--- config.mk ---
export PLATFORM = sky130hd
export DESIGN_NAME = bus_arbiter
export DESIGN_NICKNAME = d
export VERILOG_FILES = /design/src/rtl/bus_arbiter.sv
export SDC_FILE = /design/constraint.sdc
export NUM_CORES = 1
export LEC_CHECK = 0
export BUFFER_PORTS_ARGS = -buffer_cell sky130_fd_sc_hd__buf_2
export CAP_MARGIN = 0
export CORE_MARGIN = 8
export CORE_UTILIZATION = 42
export CTS_BUF_LIST = sky130_fd_sc_hd__clkbuf_8
export DETAILED_ROUTE_END_ITERATION = 8
export PLACE_DENSITY = 0.88
export REMOVE_ABC_BUFFERS = 1
export SETUP_SLACK_MARGIN = 0.15
export SLEW_MARGIN = 20
export SYNTH_ARGS = -nofsm -noshare
export SYNTH_HDL_FRONTEND = slang
export SYNTH_SLANG_ARGS = --single-unit
--- constraint.sdc ---
create_clock -name i_cpu_clk -period 1.6 [get_ports i_cpu_clk]
set_input_delay 0.08 -clock i_cpu_clk [delete_from_list [all_inputs] [get_ports i_cpu_clk]]
set_output_delay 0.08 -clock i_cpu_clk [all_outputs]
set_load 0.1 [all_outputs]
--- src/rtl/bus_arbiter.sv ---
// Two-master round-robin bus arbiter and single-word transaction sequencer
// with a watchdog that force-completes hung transactions with an error flag.
module bus_arbiter #(
    parameter int ADDR_W  = 32,
    parameter int DATA_W  = 32,
    parameter int TIMEOUT = 255
) (
    input  logic              i_cpu_clk,
    input  logic              i_rst_n,
    input  logic              i_m0_req,
    input  logic              i_m0_we,
    input  logic [ADDR_W-1:0] i_m0_addr,
    input  logic [DATA_W-1:0] i_m0_wdata,
    input  logic              i_m1_req,
    input  logic              i_m1_we,
    input  logic [ADDR_W-1:0] i_m1_addr,
    input  logic [DATA_W-1:0] i_m1_wdata,
    output logic              o_m0_ack,
    output logic              o_m0_err,
    output logic              o_m1_ack,
    output logic              o_m1_err,
    output logic [DATA_W-1:0] o_rdata,
    output logic              o_bus_clk,
    output logic              o_bus_we,
    output logic [ADDR_W-1:0] o_bus_addr,
    output logic [DATA_W-1:0] o_bus_data,
    input  logic [DATA_W-1:0] i_bus_data,
    input  logic              i_bus_data_ready,
    output logic [1:0]        o_grant
);

    localparam int WD_W = (TIMEOUT < 2) ? 1 : $clog2(TIMEOUT + 1);

    typedef enum logic [1:0] {IDLE, BUS, DONE} state_t;

    state_t            state, state_n;
    logic              owner, owner_n;
    logic              last_grant, last_grant_n;
    logic              tx_err, tx_err_n;
    logic [WD_W-1:0]   wd, wd_n;
    logic              bus_clk, bus_clk_n;
    logic              bus_we, bus_we_n;
    logic [ADDR_W-1:0] bus_addr, bus_addr_n;
    logic [DATA_W-1:0] bus_data, bus_data_n;
    logic [DATA_W-1:0] rdata, rdata_n;
    logic [1:0]        ack, ack_n;
    logic [1:0]        err, err_n;
    logic [1:0]        grant, grant_n;
    logic              win;

    // A lone requester wins; on a tie the master that did not go last wins.
    always_comb begin
        if (i_m0_req && i_m1_req) begin
            win = ~last_grant;
        end else begin
            win = !i_m0_req;
        end
    end

    always_comb begin
        state_n      = state;
        owner_n      = owner;
        last_grant_n = last_grant;
        tx_err_n     = tx_err;
        wd_n         = wd;
        bus_clk_n    = bus_clk;
        bus_we_n     = bus_we;
        bus_addr_n   = bus_addr;
        bus_data_n   = bus_data;
        rdata_n      = rdata;
        grant_n      = grant;
        ack_n        = 2'b00;
        err_n        = 2'b00;
        case (state)
            IDLE: begin
                if (i_m0_req || i_m1_req) begin
                    owner_n    = win;
                    bus_we_n   = win ? i_m1_we    : i_m0_we;
                    bus_addr_n = win ? i_m1_addr  : i_m0_addr;
                    bus_data_n = win ? i_m1_wdata : i_m0_wdata;
                    bus_clk_n  = 1'b1;
                    wd_n       = WD_W'(TIMEOUT);
                    grant_n    = win ? 2'b10 : 2'b01;
                    state_n    = BUS;
                end
            end
            BUS: begin
                // Ready takes priority over an expiring watchdog in the same cycle.
                if (i_bus_data_ready) begin
                    if (!bus_we) begin
                        rdata_n = i_bus_data;
                    end
                    bus_clk_n = 1'b0;
                    tx_err_n  = 1'b0;
                    state_n   = DONE;
                end else if (wd == WD_W'(1)) begin
                    bus_clk_n = 1'b0;
                    rdata_n   = '1;
                    tx_err_n  = 1'b1;
                    state_n   = DONE;
                end else begin
                    wd_n = wd - WD_W'(1);
                end
            end
            DONE: begin
                ack_n        = owner ? 2'b10 : 2'b01;
                err_n        = tx_err ? ack_n : 2'b00;
                last_grant_n = owner;
                grant_n      = 2'b00;
                state_n      = IDLE;
            end
            default: begin
                state_n = IDLE;
            end
        endcase
    end

    always_ff @(posedge i_cpu_clk or negedge i_rst_n) begin
        if (!i_rst_n) begin
            state      <= IDLE;
            owner      <= 1'b0;
            last_grant <= 1'b1;
            tx_err     <= 1'b0;
            wd         <= '0;
            bus_clk    <= 1'b0;
            bus_we     <= 1'b0;
            bus_addr   <= '0;
            bus_data   <= '0;
            rdata      <= '0;
            ack        <= 2'b00;
            err        <= 2'b00;
            grant      <= 2'b00;
        end else begin
            state      <= state_n;
            owner      <= owner_n;
            last_grant <= last_grant_n;
            tx_err     <= tx_err_n;
            wd         <= wd_n;
            bus_clk    <= bus_clk_n;
            bus_we     <= bus_we_n;
            bus_addr   <= bus_addr_n;
            bus_data   <= bus_data_n;
            rdata      <= rdata_n;
            ack        <= ack_n;
            err        <= err_n;
            grant      <= grant_n;
        end
    end

    assign o_m0_ack   = ack[0];
    assign o_m1_ack   = ack[1];
    assign o_m0_err   = err[0];
    assign o_m1_err   = err[1];
    assign o_rdata    = rdata;
    assign o_bus_clk  = bus_clk;
    assign o_bus_we   = bus_we;
    assign o_bus_addr = bus_addr;
    assign o_bus_data = bus_data;
    assign o_grant    = grant;

endmodule
# Yosys cells after proc, flatten, opt, wreduce, memory -nomap -nowiden
# Index checks and enable logic that the tools add are counted.
[word_totals]
elab_cells = 65
ram_bits = 0
rom_bits = 0
out_inout_bits = 104
register_bits = 117
latchBits = 0
inputBits = 167
memories = 0
[op_classes]
bitwise_logic = 1
n_lt_le_gt_ge = 0
n_addsub = 1
n_div = 0
multipliers = 0
n_shift = 0
eq_ne = 8
mux = 28
reduce_logical = 14
[op_table]
columns = ["cell", "n"]
rows = [
  ["$mux 32", 5],
  ["$mux 8", 3],
  ["$mux 2", 9],
  ["$pmux 8 s2", 1],
  ["$eq 8x1->1 const B", 1],
  ["$ne 2x2->1 const B", 4],
  ["$pmux 2 s2", 2],
  ["$reduce_and 2->1", 4],
  ["$sub 8x1->8 const B", 1],
  ["$mux 1", 7],
  ["$reduce_and 3->1", 2],
  ["$reduce_bool 2->1", 3],
  ["$reduce_and 4->1", 1],
  ["$ne 3x3->1 const B", 1],
  ["$eq 2x1->1 const B", 1],
  ["$eq 2x2->1 const B", 1],
  ["$logic_not 2->1", 1],
  ["$pmux 1 s2", 1],
  ["$logic_and 1x1->1", 1],
  ["$logic_not 1->1", 1],
  ["$logic_or 1x1->1", 1],
  ["$not 1->1", 1],
]

# Longest topological paths before layout
# Gate-level depths: netlist of run 1.
[logic_depth]
word_depth = 5
depth_mapped = 7
mapped_depth_nobuf = 6

# Worst setup path after synthesis of run 1
# Ideal clock, no wire load.
[synth_path]
kind = "register to register"
start = "register bus_we, in the netlist o_bus_we"
end = "register rdata[10], in the netlist o_rdata[10]"
setup_time_ns = 0.125
t_arrival_ns = 1.589
stages_incl_launch_ff = 5
n_path_buf = 1
setup_slack_ns = -0.114
path_cell_list = "dfrtp_1 > nand2_1 > o211a_4 > buf_6 > o22a_1"
[synth_between]
elab_chain_len = 2
[synth_rtl]
columns = ["item", "line", "rtl"]
rows = [
  ["start, declared", "42", "logic bus_we, bus_we_n;"],
  ["start signal, assigned", "140", "bus_we <= bus_we_n;"],
  ["$ne 2x2->1 (no source line)", "n/a", ""],
  ["$reduce_and 3->1 (no source line)", "n/a", ""],
  ["end signal, assigned", "143", "rdata <= rdata_n;"],
  ["end, declared", "45", "logic [DATA_W-1:0] rdata, rdata_n;"],
]
# No other way between the ends.
# A chain may end at the register's enable or synchronous reset.

# Final worst setup path of run 1
[layout_path]
start = "register wd[1]"
end = "register wd[6]"
[layout_between]
elab_chain_len = 4
[layout_rtl]
columns = ["item", "line", "rtl"]
rows = [
  ["start, declared", "40", "logic [WD_W-1:0] wd, wd_n;"],
  ["start signal, assigned", "138", "wd <= wd_n;"],
  ["$sub 8x1->8", "102", "wd_n = wd - WD_W'(1);"],
  ["$mux 8", "96", "end else if (wd == WD_W'(1)) begin"],
  ["$mux 8", "89", "if (i_bus_data_ready) begin"],
  ["$pmux 8 s2", "74", "case (state)"],
]
# Parallel ways exist; a longest one is shown, timed or not. The select of a mux whose other input is x is not followed.

==> results of run 1 <==
[Yosys cell counts (3+ instances only)]
master / number
o21ai_0: 3
a21oi_1: 4
and3_1: 3
clkbuf_1: 10
and2_1: 3
o22a_1: 32
inv_1: 6
buf_2: 15
a21o_1: 68
nand3_1: 4
o21a_1: 4
nand2_1: 4
dfrtp_1: 116
a22o_1: 65
buf_6: 3
a31o_2: 3
nor2_1: 7
[what timing repair did]
| action | CTS | global route |
|---|---|---|
| hold buffers | 163 | 0 |
| gates resized for setup | 32 | 24 |
| gates cloned | 4 | 4 |
| buffers inserted | 10 | 7 |
| pin swaps | 15 | 31 |
| endpoints found under the hold margin | 214 | 0 |
| endpoints found under the setup margin | 112 | 111 |
[routing by layer]
| layer | wire [µm] | global-route usage (%) | vias up |
|---|---|---|---|
| met5 | 0 | 0 | - |
| met4 | 1420 | 19.1 | 0 |
| met3 | 2310 | 11.4 | 134 |
| met2 | 12100 | 49.1 | 450 |
| met1 | 8090 | 31.2 | 2842 |
| li1 | - | - | 2414 |
[logic make-up (layout without fill, tap and decap cells)]
kind of cell	Yosys count	in the layout
mux	1	1
other cells	0	9
buf+inv	35	517
flops	117	117
compound gates	186	186
simple gates	42	42
fa+ha+maj	2	2
[how the worst max path moves through the flow]
| stage | startpoint | endpoint | slack (ns) | cells after the start |
|---|---|---|---|---|
| floorplan | i_m1_req | o_grant[1] | -6.23 | 3 |
| global placement | wd[1] | o_rdata[12] | -0.14 | 7 |
| detailed placement | wd[1] | o_rdata[8] | -0.25 | 7 |
| CTS | wd[1] | o_rdata[20] | -0.25 | 7 |
| global route | wd[1] | wd[6] | -0.40 | 7 |
| finish | wd[1] | wd[6] | -0.36 | 7 |
[per-stage QoR]
step	hold slack [ns]	utilization, %	setup WS, ns
2_1_floorplan	-0.216	-	-6.23
3_3_place_gp	0.204	57.6	-0.136
3_5_place_dp	0.223	57.6	-0.252
5_1_grt	0.0649	81.2	-0.399
6_report	0.0634	81.2	-0.355
4_1_cts	0.0381	79.1	-0.252
[worst max-delay path: stages (launching register included)]
cell,delay (ns)
dfrtp_1,0.40
inv_2,0.09
ha_4,0.14
or4b_4,0.50
buf_4,0.16
o31ai_4,0.28
or4_4,0.20
nand3_1,0.06
[registers in the layout, summed over array words and instances, names as in the netlist]
| name | count |
|---|---|
| o_rdata | 32 |
| o_bus_we | 1 |
| o_grant | 2 |
| state | 2 |
| o_bus_data | 32 |
| o_bus_clk | 1 |
| tx_err | 1 |
| owner | 1 |
| o_bus_addr | 32 |
| ack | 2 |
| err | 2 |
| wd | 8 |
| last_grant | 1 |
[final cells by class]
| class | count | area (µm²) |
|---|---|---|
| multi-input combinational | 231 | 2010 |
| sequential | 117 | 2930 |
| tap | 143 | 179 |
| antenna | 9 | 22.5 |
| clock buffer | 22 | 303 |
| fill | 587 | 2140 |
| clock inverter | 10 | 175 |
| inverter | 6 | 22.5 |
| timing repair buffer | 479 | 3630 |
==> out/qor.csv, run 1 <==
metric;value;unit
synth_top_family_by_area;compound AO/OA/AOI/OAI gates;
io_pins;271;
reg2regPathDepth;7;
dp_hpwl;12100;µm
synth_warnings;0;
core-area;0.0114;mm²
vias_per_cell;5.74;
synth.largest_area_cell;dfrtp_1;
cp.required;1.93;ns
final_cell_area;0.00928;mm²
hp-class;in -> reg;
r2r_end;wd[6];
dpl_cell_area;0.00658;mm²
grt_pass1_wl;36700;µm
vias;5840;
drv_slew;0;
ys_seq_elements;117;
antenna_found_initial;9;
cap_violations;0;
synth.distinct_cells;41;
clock_sinks;117;
grt_overflow;0;
place.port_buffers;270;
endpoint_kind;flop;
wl_per_cell;23.5;µm
dp.cells;788;
holdCritStartpoint;i_bus_data[31];
cts_tree;yes;
holdPathEnd;o_rdata[31];
hold_path_depth;4;
gp_congestion;0.880;
period_needed;1.96;ns
synth-edff-count;0;
drtIter0Drc;564;
final_antenna_net_count;0;
final_common_cell;buf_2;
htree_levels;4;
max_clock_freq;511;MHz
stdcell_count;1017;
synth_compound_area_share;31.1;%
finalWorstSetupSlack;-0.355;ns
area_delta_synth_final;88.6;%
synthSimpleGateAreaFrac;5.11;%
initial_core_util;43.1;%
tightest_slew;0.613;ns
die-area;0.0154;mm²
rsz0062_at_grt;true;
fin_worst_skew;0.00977;ns
num_rows;39;
synth_xor_area_share;0;%
reg2reg_setup_slack;-0.36;ns
grt_max_degree;118;
layout_common_cells;buf_2 (267), dlygate4sd3_1 (163), dfrtp_1 (114);
crit_arrival;2.28;ns
cts_root_buf;clkbuf_8;
nets;1021;
fp.dieW;124;µm
synthTopCellsByArea;dfrtp_1 (59%), a22o_1 (12%), a21o_1 (10%);
r2r_start;wd[1];
max-slew-margin-rel;59.2;%
avgSynthCellArea;12.8;µm²
first_pass_iters;5;
synth_cells;383;
outcome;finished, violations left;
yosys-mux-area-fraction;0.204;%
syn_area;0.00492;mm²
fin_crit_sh;122;%
synth_adder_area_share;0.509;%
drive_gt1_share;44.2;%
insertion_delay;0.45;ns
final-hold-violation-count;0;
async_flop_share;100;%
critPathLaunchType;flop;
synth.top_cell.area_share;59.0;%
grt_usage;29.7;%
grt_pass1_vias;6531;
worstSetupPathType;reg -> reg;
die_h;124;µm
ys.flop_type;dfrtp_1;
clk_pin_slew;0.07;ns
post-route-drc-count;0;
cts_made_buffers;17;
setup_tns;-11.38;ns
failed_checks;setup timing;
routed_wl;23900;µm
setup_violations;44;
cts_buffer_depth;2;
synth-seq-area-share;59.6;%
critPathMaxFanout;6;
Power of run 1 is not shown: default switching activity piles up to over one toggle a cycle in this logic, so the estimate is an artifact.
==> run 2: changes to the inputs <==
--- a/config.mk
+++ b/config.mk
@@ -5,10 +5,11 @@
 export SDC_FILE = /design/constraint.sdc
 export NUM_CORES = 1
 export LEC_CHECK = 0
+export ABC_AREA = 1
 export BUFFER_PORTS_ARGS = -buffer_cell sky130_fd_sc_hd__buf_2
 export CAP_MARGIN = 0
 export CORE_MARGIN = 8
-export CORE_UTILIZATION = 42
+export CORE_UTILIZATION = 43
 export CTS_BUF_LIST = sky130_fd_sc_hd__clkbuf_8
 export DETAILED_ROUTE_END_ITERATION = 8
 export PLACE_DENSITY = 0.88
==> run 2 against run 1 <==
Compared with the run above: the flow now finishes without violations; synthesized cell count increased by 69%; area after synthesis increased by 7.8%; sequential share of layout area decreased by 2.1 points; fmax increased by 24%; clock-buffer cell count decreased by 1; final cell count increased by 27%; worst hold slack improved by 0.040 ns; first-iteration DRC count increased by 77%; register-to-register slack improved by 0.37 ns; wire length increased by 32%; via count increased by 28%; clock skew about the same; critical path type unchanged; critical endpoint is now o_bus_data[10].
==> out/qor.csv, run 2 <==
metric;value;unit;change
outcome;completed;;was finished, violations left
first_pass_iters;6;;was 5
final_antenna_net_count;0;;unchanged
dp_hpwl;12900;µm;was 12100 µm
layout_common_cells;buf_2 (269), nand2_1 (255), dlygate4sd3_1 (163);;was buf_2 (267), dlygate4sd3_1 (163), dfrtp_1 (114)
critPathLaunchType;flop;;unchanged
nets;1288;;was 1021
cpMostUsedCell;buf_12;;
dpl_cell_area;0.00684;mm²;was 0.00658 mm²
setup_violations;0;;was 44
drive_gt1_share;43.0;%;was 44.2%
hp-class;in -> reg;;unchanged
final_common_cell;buf_2;;unchanged
grt_pass1_wl;39100;µm;was 36700 µm
worstSetupPathType;reg -> reg;;unchanged
n_fill_cell;591;;was 587
synthTopCellsByArea;dfrtp_1 (55%), nand2_1 (21%), nand3_1 (10%);;was dfrtp_1 (59%), a22o_1 (12%), a21o_1 (10%)
insertion_delay;0.45;ns;about the same
cp.required;1.93;ns;about the same
reg2regPathDepth;6;;was 7
max_stage_delay;0.45;ns;was 0.50 ns
wl_per_cell;24.5;µm;was 23.5 µm
endpoint_kind;flop;;unchanged
yosys-top-cells-count;nand2_1 (295), dfrtp_1 (116), nand3_1 (106), or2_2 (32), inv_1 (20);;was dfrtp_1 (116), a21o_1 (68), a22o_1 (65), o22a_1 (32), buf_2 (15)
num_rows;40;;was 39
ys_seq_elements;117;;unchanged
initial_core_util;44.1;%;was 43.1%
tightest_slew;0.791;ns;was 0.613 ns
slowest_stage;dfrtp_2;;was or4b_4
die_h;127;µm;was 124 µm
hold_path_depth;5;;was 4
drtIter0Drc;997;;was 564
cts_buffer_depth;2;;unchanged
yosysMostFrequentCell;nand2_1;;was dfrtp_1
final_cell_area;0.00995;mm²;was 0.00928 mm²
crit_arrival;1.91;ns;was 2.28 ns
clock_sinks;117;;unchanged
grt_max_degree;57;;was 118
synth.distinct_cells;25;;was 41
grt_usage;31.1;%;was 29.7%
synth-seq-area-share;55.3;%;was 59.6%
core-area;0.0120;mm²;was 0.0114 mm²
async_flop_share;100;%;unchanged
avgSynthCellArea;8.18;µm²;was 12.8 µm²
synth_warnings;0;;unchanged
cts_made_buffers;17;;unchanged
synth-edff-count;0;;unchanged
ys.flop_type;dfrtp_1;;unchanged
max_clock_freq;632;MHz;was 511 MHz
routed_wl;31500;µm;was 23900 µm
antenna_found_initial;8;;was 9
syn_area;0.00530;mm²;was 0.00492 mm²
place.port_buffers;270;;unchanged
area_delta_synth_final;87.7;%;was 88.6%
synth.largest_area_cell;dfrtp_1;;unchanged
cp_cell_sequence;nor2_4 -> o21ai_4 -> buf_12 -> buf_12 -> nand2_1 -> nand3_1;;was inv_2 -> ha_4 -> or4b_4 -> buf_4 -> o31ai_4 -> or4_4 -> nand3_1
cts_tree;yes;;unchanged
fin_crit_sh;98.9;%;was 122%
synth.top_cell.area_share;54.8;%;was 59.0%
cap_violations;0;;unchanged
post-route-drc-count;0;;unchanged
grt_overflow;0;;unchanged
max-slew-margin-rel;47.2;%;was 59.2%
vias;7473;;was 5840
rsz0062_at_grt;true;;unchanged
fin_worst_skew;0.00955;ns;was 0.00977 ns
gp_congestion;0.908;;was 0.880
clk_pin_slew;0.08;ns;was 0.07 ns
drv_slew;0;;unchanged
vias_per_cell;5.81;;was 5.74
fp.dieW;127;µm;was 124 µm
grt_pass1_vias;7132;;was 6531
cts_root_buf;clkbuf_8;;unchanged
final-hold-violation-count;0;;unchanged
die-area;0.0161;mm²;was 0.0154 mm²
period_needed;1.58;ns;was 1.96 ns
io_pins;271;;unchanged
htree_levels;4;;unchanged
critPathMaxFanout;56;;was 6
synth_cells;648;;was 383
run 2: changes by cell type after synthesis, moves of 4 or more:
cell,change
a22o_1,-65
nand3_1,+102
buf_6,+5
or2_2,+30
nand2_1,+291
inv_1,+14
nor2_1,+7
o21ai_1,+5
o21a_1,-4
a21o_1,-68
o22a_1,-32
run 2: critical path: cells and delay by family, from the launching register on:
| kind | cells | cell delay [ns] |
|---|---|---|
| AND/OR/NAND/NOR | 3 | 0.55 |
| flip-flops | 1 | 0.45 |
| buffers and inverters | 2 | 0.30 |
| AO/OA/AOI/OAI | 1 | 0.11 |
run 2: kinds of logic (layout without fill, tap and decap cells):
kind of cell | after synthesis | after routing | synth area share (%)
adders and majority gates | 2 | 2 | 0.472
AOI/OAI and AO/OA | 14 | 14 | 1.44
xor gates and xnor gates | 1 | 1 | 0.165
buffers and inverters | 57 | 539 | 5.67
other | 0 | 8 | 0
and+or+nand+nor | 457 | 459 | 37.0
DFF | 117 | 117 | 55.3
run 2: per-stage QoR:
stage / worst slack, ns / hold WS, ns / TNS, ns / util (%) / std cells
global placement: 0.166 / 0.0527 / 0 / 56.9 / 1048
detailed placement: 0.0720 / 0.0540 / 0 / 56.9 / 1048
finish: 0.0181 / 0.103 / 0 / 82.8 / 1287
CTS: 0.145 / 0.0622 / 0 / 75.6 / 1262
global route: -0.0331 / 0.114 / -0.0878 / 82.8 / 1285
floorplan: -1.14 / -0.216 / -115.03 / - / 614
run 2: timing repair:
action,in CTS,in global routing
hold buffers,163,0
cloned,2,12
buffers inserted,17,5
endpoints found under the setup margin,37,104
hold endpoints to repair,213,0
pin swaps,12,44
gates resized for setup,14,135
run 2: per-layer routing:
metal,track usage (%),wire (µm),vias up
met5,0,37,-
met2,52.8,14200,800
met3,9.32,4320,260
met4,20.2,2780,6
met1,33.3,10200,3408
li1,-,-,2999
run 2: final cells by class:
cell class	count	area (µm²)	share of cell area [%]
Antenna cell	8	20.0	0.201
Clock buffer	21	289	2.90
Clock inverter	11	96.3	0.968
Inverter	23	101	1.02
Multi-Input combinational cell	476	2590	26.1
Sequential cell	117	2930	29.5
Tap cell	147	184	1.85
Timing Repair Buffer	484	3730	37.5
run 2: path summary, 6_finish.rpt:
| path | slack (ns) | end | from |
|---|---|---|---|
| max | 0.02 | o_bus_data[10] | state[0] |
| min | 0.10 | o_grant[0] | i_m0_req |
| max reg2reg | 0.02 | o_bus_data[10] | state[0] |
| min reg2reg | 0.47 | o_rdata[0] | o_rdata[0] |
| max in group asynchronous | 0.87 | wd[3] | i_rst_n |
| min in group asynchronous | 0.13 | o_bus_addr[17] | i_rst_n |
Power of run 2 is left out for the same reason.
==> run 3: changes to the inputs <==
--- a/config.mk
+++ b/config.mk
@@ -9,10 +9,10 @@
 export BUFFER_PORTS_ARGS = -buffer_cell sky130_fd_sc_hd__buf_2
 export CAP_MARGIN = 0
 export CORE_MARGIN = 8
-export CORE_UTILIZATION = 43
+export CORE_UTILIZATION = 51
 export CTS_BUF_LIST = sky130_fd_sc_hd__clkbuf_8
 export DETAILED_ROUTE_END_ITERATION = 8
-export PLACE_DENSITY = 0.88
+export PLACE_DENSITY = 0.95
 export REMOVE_ABC_BUFFERS = 1
 export SETUP_SLACK_MARGIN = 0.15
 export SLEW_MARGIN = 20
==> constraint.sdc (replaced) <==
create_clock -name i_cpu_clk -period 2 [get_ports i_cpu_clk]
set_input_delay 0.1 -clock i_cpu_clk [delete_from_list [all_inputs] [get_ports i_cpu_clk]]
set_output_delay 0.1 -clock i_cpu_clk [all_outputs]
set_load 0.1 [all_outputs]
==> run 3 against run 2 <==
Compared with the run above: the flow now finishes with violations (DRC); register-to-register slack improved by 0.20 ns; critical path depth did not move; clock skew up 0.020 ns; largest cell class unchanged; highest routed layer unchanged.
==> out/qor.csv, run 3 (same netlist as run 2, synthesis figures left out) <==
metric;value;unit;change
path_buf_inv;1;;was 2
r2r_start;state[1];;was state[0]
initial_core_util;51.8;%;was 44.1%
layout_common_cells;nand2_1 (295), buf_2 (269), dlygate4sd3_1 (152);;was buf_2 (269), nand2_1 (255), dlygate4sd3_1 (163)
post-route-drc-count;3;;was 0
drv_slew;0;;unchanged
met3_length;3830;µm;was 4320 µm
crit_arrival;2.08;ns;was 1.91 ns
met2_wirelength;12900;µm;was 14200 µm
setup_tns;0;ns;unchanged
vias_per_cell;5.85;;was 5.81
multiInputGateArea;0.00208;mm²;was 0.00259 mm²
slowest_stage;dfrtp_1;;was dfrtp_2
critPathLaunchType;flop;;unchanged
critPathLaunch;state[1];;was state[0]
htree_levels;4;;unchanged
drive_gt1_share;32.9;%;was 43.0%
fp.dieW;118;µm;was 127 µm
cap_violations;0;;unchanged
grt_pass1_vias;7210;;was 7132
n_fill_cell;486;;was 591
fin_crit_sh;89.0;%;was 98.9%
hp-class;in -> reg;;unchanged
grt_pass1_wl;40900;µm;was 39100 µm
stdcell_count;1222;;was 1287
cp.required;2.30;ns;was 1.93 ns
tightest_slew;0.665;ns;was 0.791 ns
cts_root_buf;clkbuf_8;;unchanged
antenna_found_initial;7;;was 8
nets;1237;;was 1288
clock_sinks;117;;unchanged
grt_usage;37.5;%;was 31.1%
post-cts-setup-buffers;0;;was 17
period_needed;1.78;ns;was 1.58 ns
cts_made_buffers;17;;unchanged
worstSetupPathType;reg -> reg;;unchanged
dp_hpwl;13200;µm;was 12900 µm
max-slew-margin-rel;55.5;%;was 47.2%
wl_met1;9410;µm;was 10200 µm
first_pass_iters;9;;was 6
outcome;finished, violations left;;was completed
num_rows;37;;was 40
endpoint_kind;flop;;unchanged
final_antenna_net_count;0;;unchanged
gp_congestion;0.903;;was 0.908
seqCellArea;0.00293;mm²;about the same
max_clock_freq;562;MHz;was 632 MHz
core-area;0.0102;mm²;was 0.0120 mm²
clk_pin_slew;0.07;ns;was 0.08 ns
routed_wl;28400;µm;was 31500 µm
dp.cells;1032;;was 1048
grt_max_degree;67;;was 57
cts_tree;yes;;unchanged
critPathTopFamily;simple AND/OR/NAND/NOR gates;;unchanged
grt_overflow;0;;unchanged
cts_buffer_depth;2;;unchanged
wl_per_cell;23.2;µm;was 24.5 µm
die-area;0.0139;mm²;was 0.0161 mm²
top_layer;met5;;unchanged
vias;7152;;was 7473
fin_util;85.7;%;was 82.8%
critPathMaxFanout;33;;was 56
max_stage_delay;0.41;ns;was 0.45 ns
area_delta_synth_final;65.3;%;was 87.7%
final-hold-violation-count;0;;unchanged
cp_cell_sequence;nor2_2 -> o21ai_4 -> nor2_4 -> buf_12 -> nand2_1 -> nand3_1;;was nor2_4 -> o21ai_4 -> buf_12 -> buf_12 -> nand2_1 -> nand3_1
place.port_buffers;270;;unchanged
final_common_cell;nand2_1;;was buf_2
holdCritStartpoint;i_bus_data[5];;was i_m0_req
setup_violations;0;;unchanged
failed_checks;DRC;;
insertion_delay;0.44;ns;was 0.45 ns
io_pins;271;;unchanged
rsz0062_at_grt;false;;was true
drtIter0Drc;1292;;was 997
die_h;118;µm;was 127 µm
fin_worst_skew;0.0295;ns;was 0.00955 ns
[run 3: path summary, 6_finish.rpt]
path,end,slack [ns],depth (start not counted)
setup / recovery,o_bus_data[10],0.22,6
hold / removal,o_rdata[5],0.02,4
setup reg to reg,o_bus_data[10],0.22,6
hold reg to reg,o_rdata[15],0.47,2
max in group asynchronous,last_grant,1.11,3
min in group asynchronous,o_bus_addr[22],0.19,2
[run 3: routing by layer]
layer / vias up / GRT usage [%]
met3: 246 / 15.3
met1: 3264 / 39.4
met4: 2 / 27.2
met5: - / 0
li1: 2876 / -
met2: 764 / 60.0
[run 3: cell type report]
cell class	count	area share, %
Sequential cell	117	33.4
Clock buffer	20	3.14
Tap cell	136	1.94
Timing Repair Buffer	435	35.0
Inverter	23	1.01
Multi-Input combinational cell	474	23.8
Clock inverter	12	1.58
Antenna cell	5	0.143
[run 3: tightest hold or removal path: stages]
cell     delay, ns
buf_2         0.07
or2_2         0.10
nand3_1       0.07
nand2_1       0.07
[run 3: repair_timing]
item,CTS,global route
endpoints found under the setup margin,0,1
gates resized for setup,0,2
hold endpoints to repair,116,0
hold buffers,152,0
[run 3: per-stage QoR]
| stage | hold WS [ns] | setup slack [ns] | area (µm²) |
|---|---|---|---|
| floorplan | -0.196 | -0.744 | 5090 |
| global placement | 0.0897 | 0.480 | 6790 |
| detailed placement | 0.0875 | 0.433 | 6790 |
| CTS | 0.000134 | 0.420 | 8720 |
| global route | 0.0146 | 0.181 | 8760 |
| finish | 0.0174 | 0.219 | 8760 |
Power of run 3 is left out for the same reason.
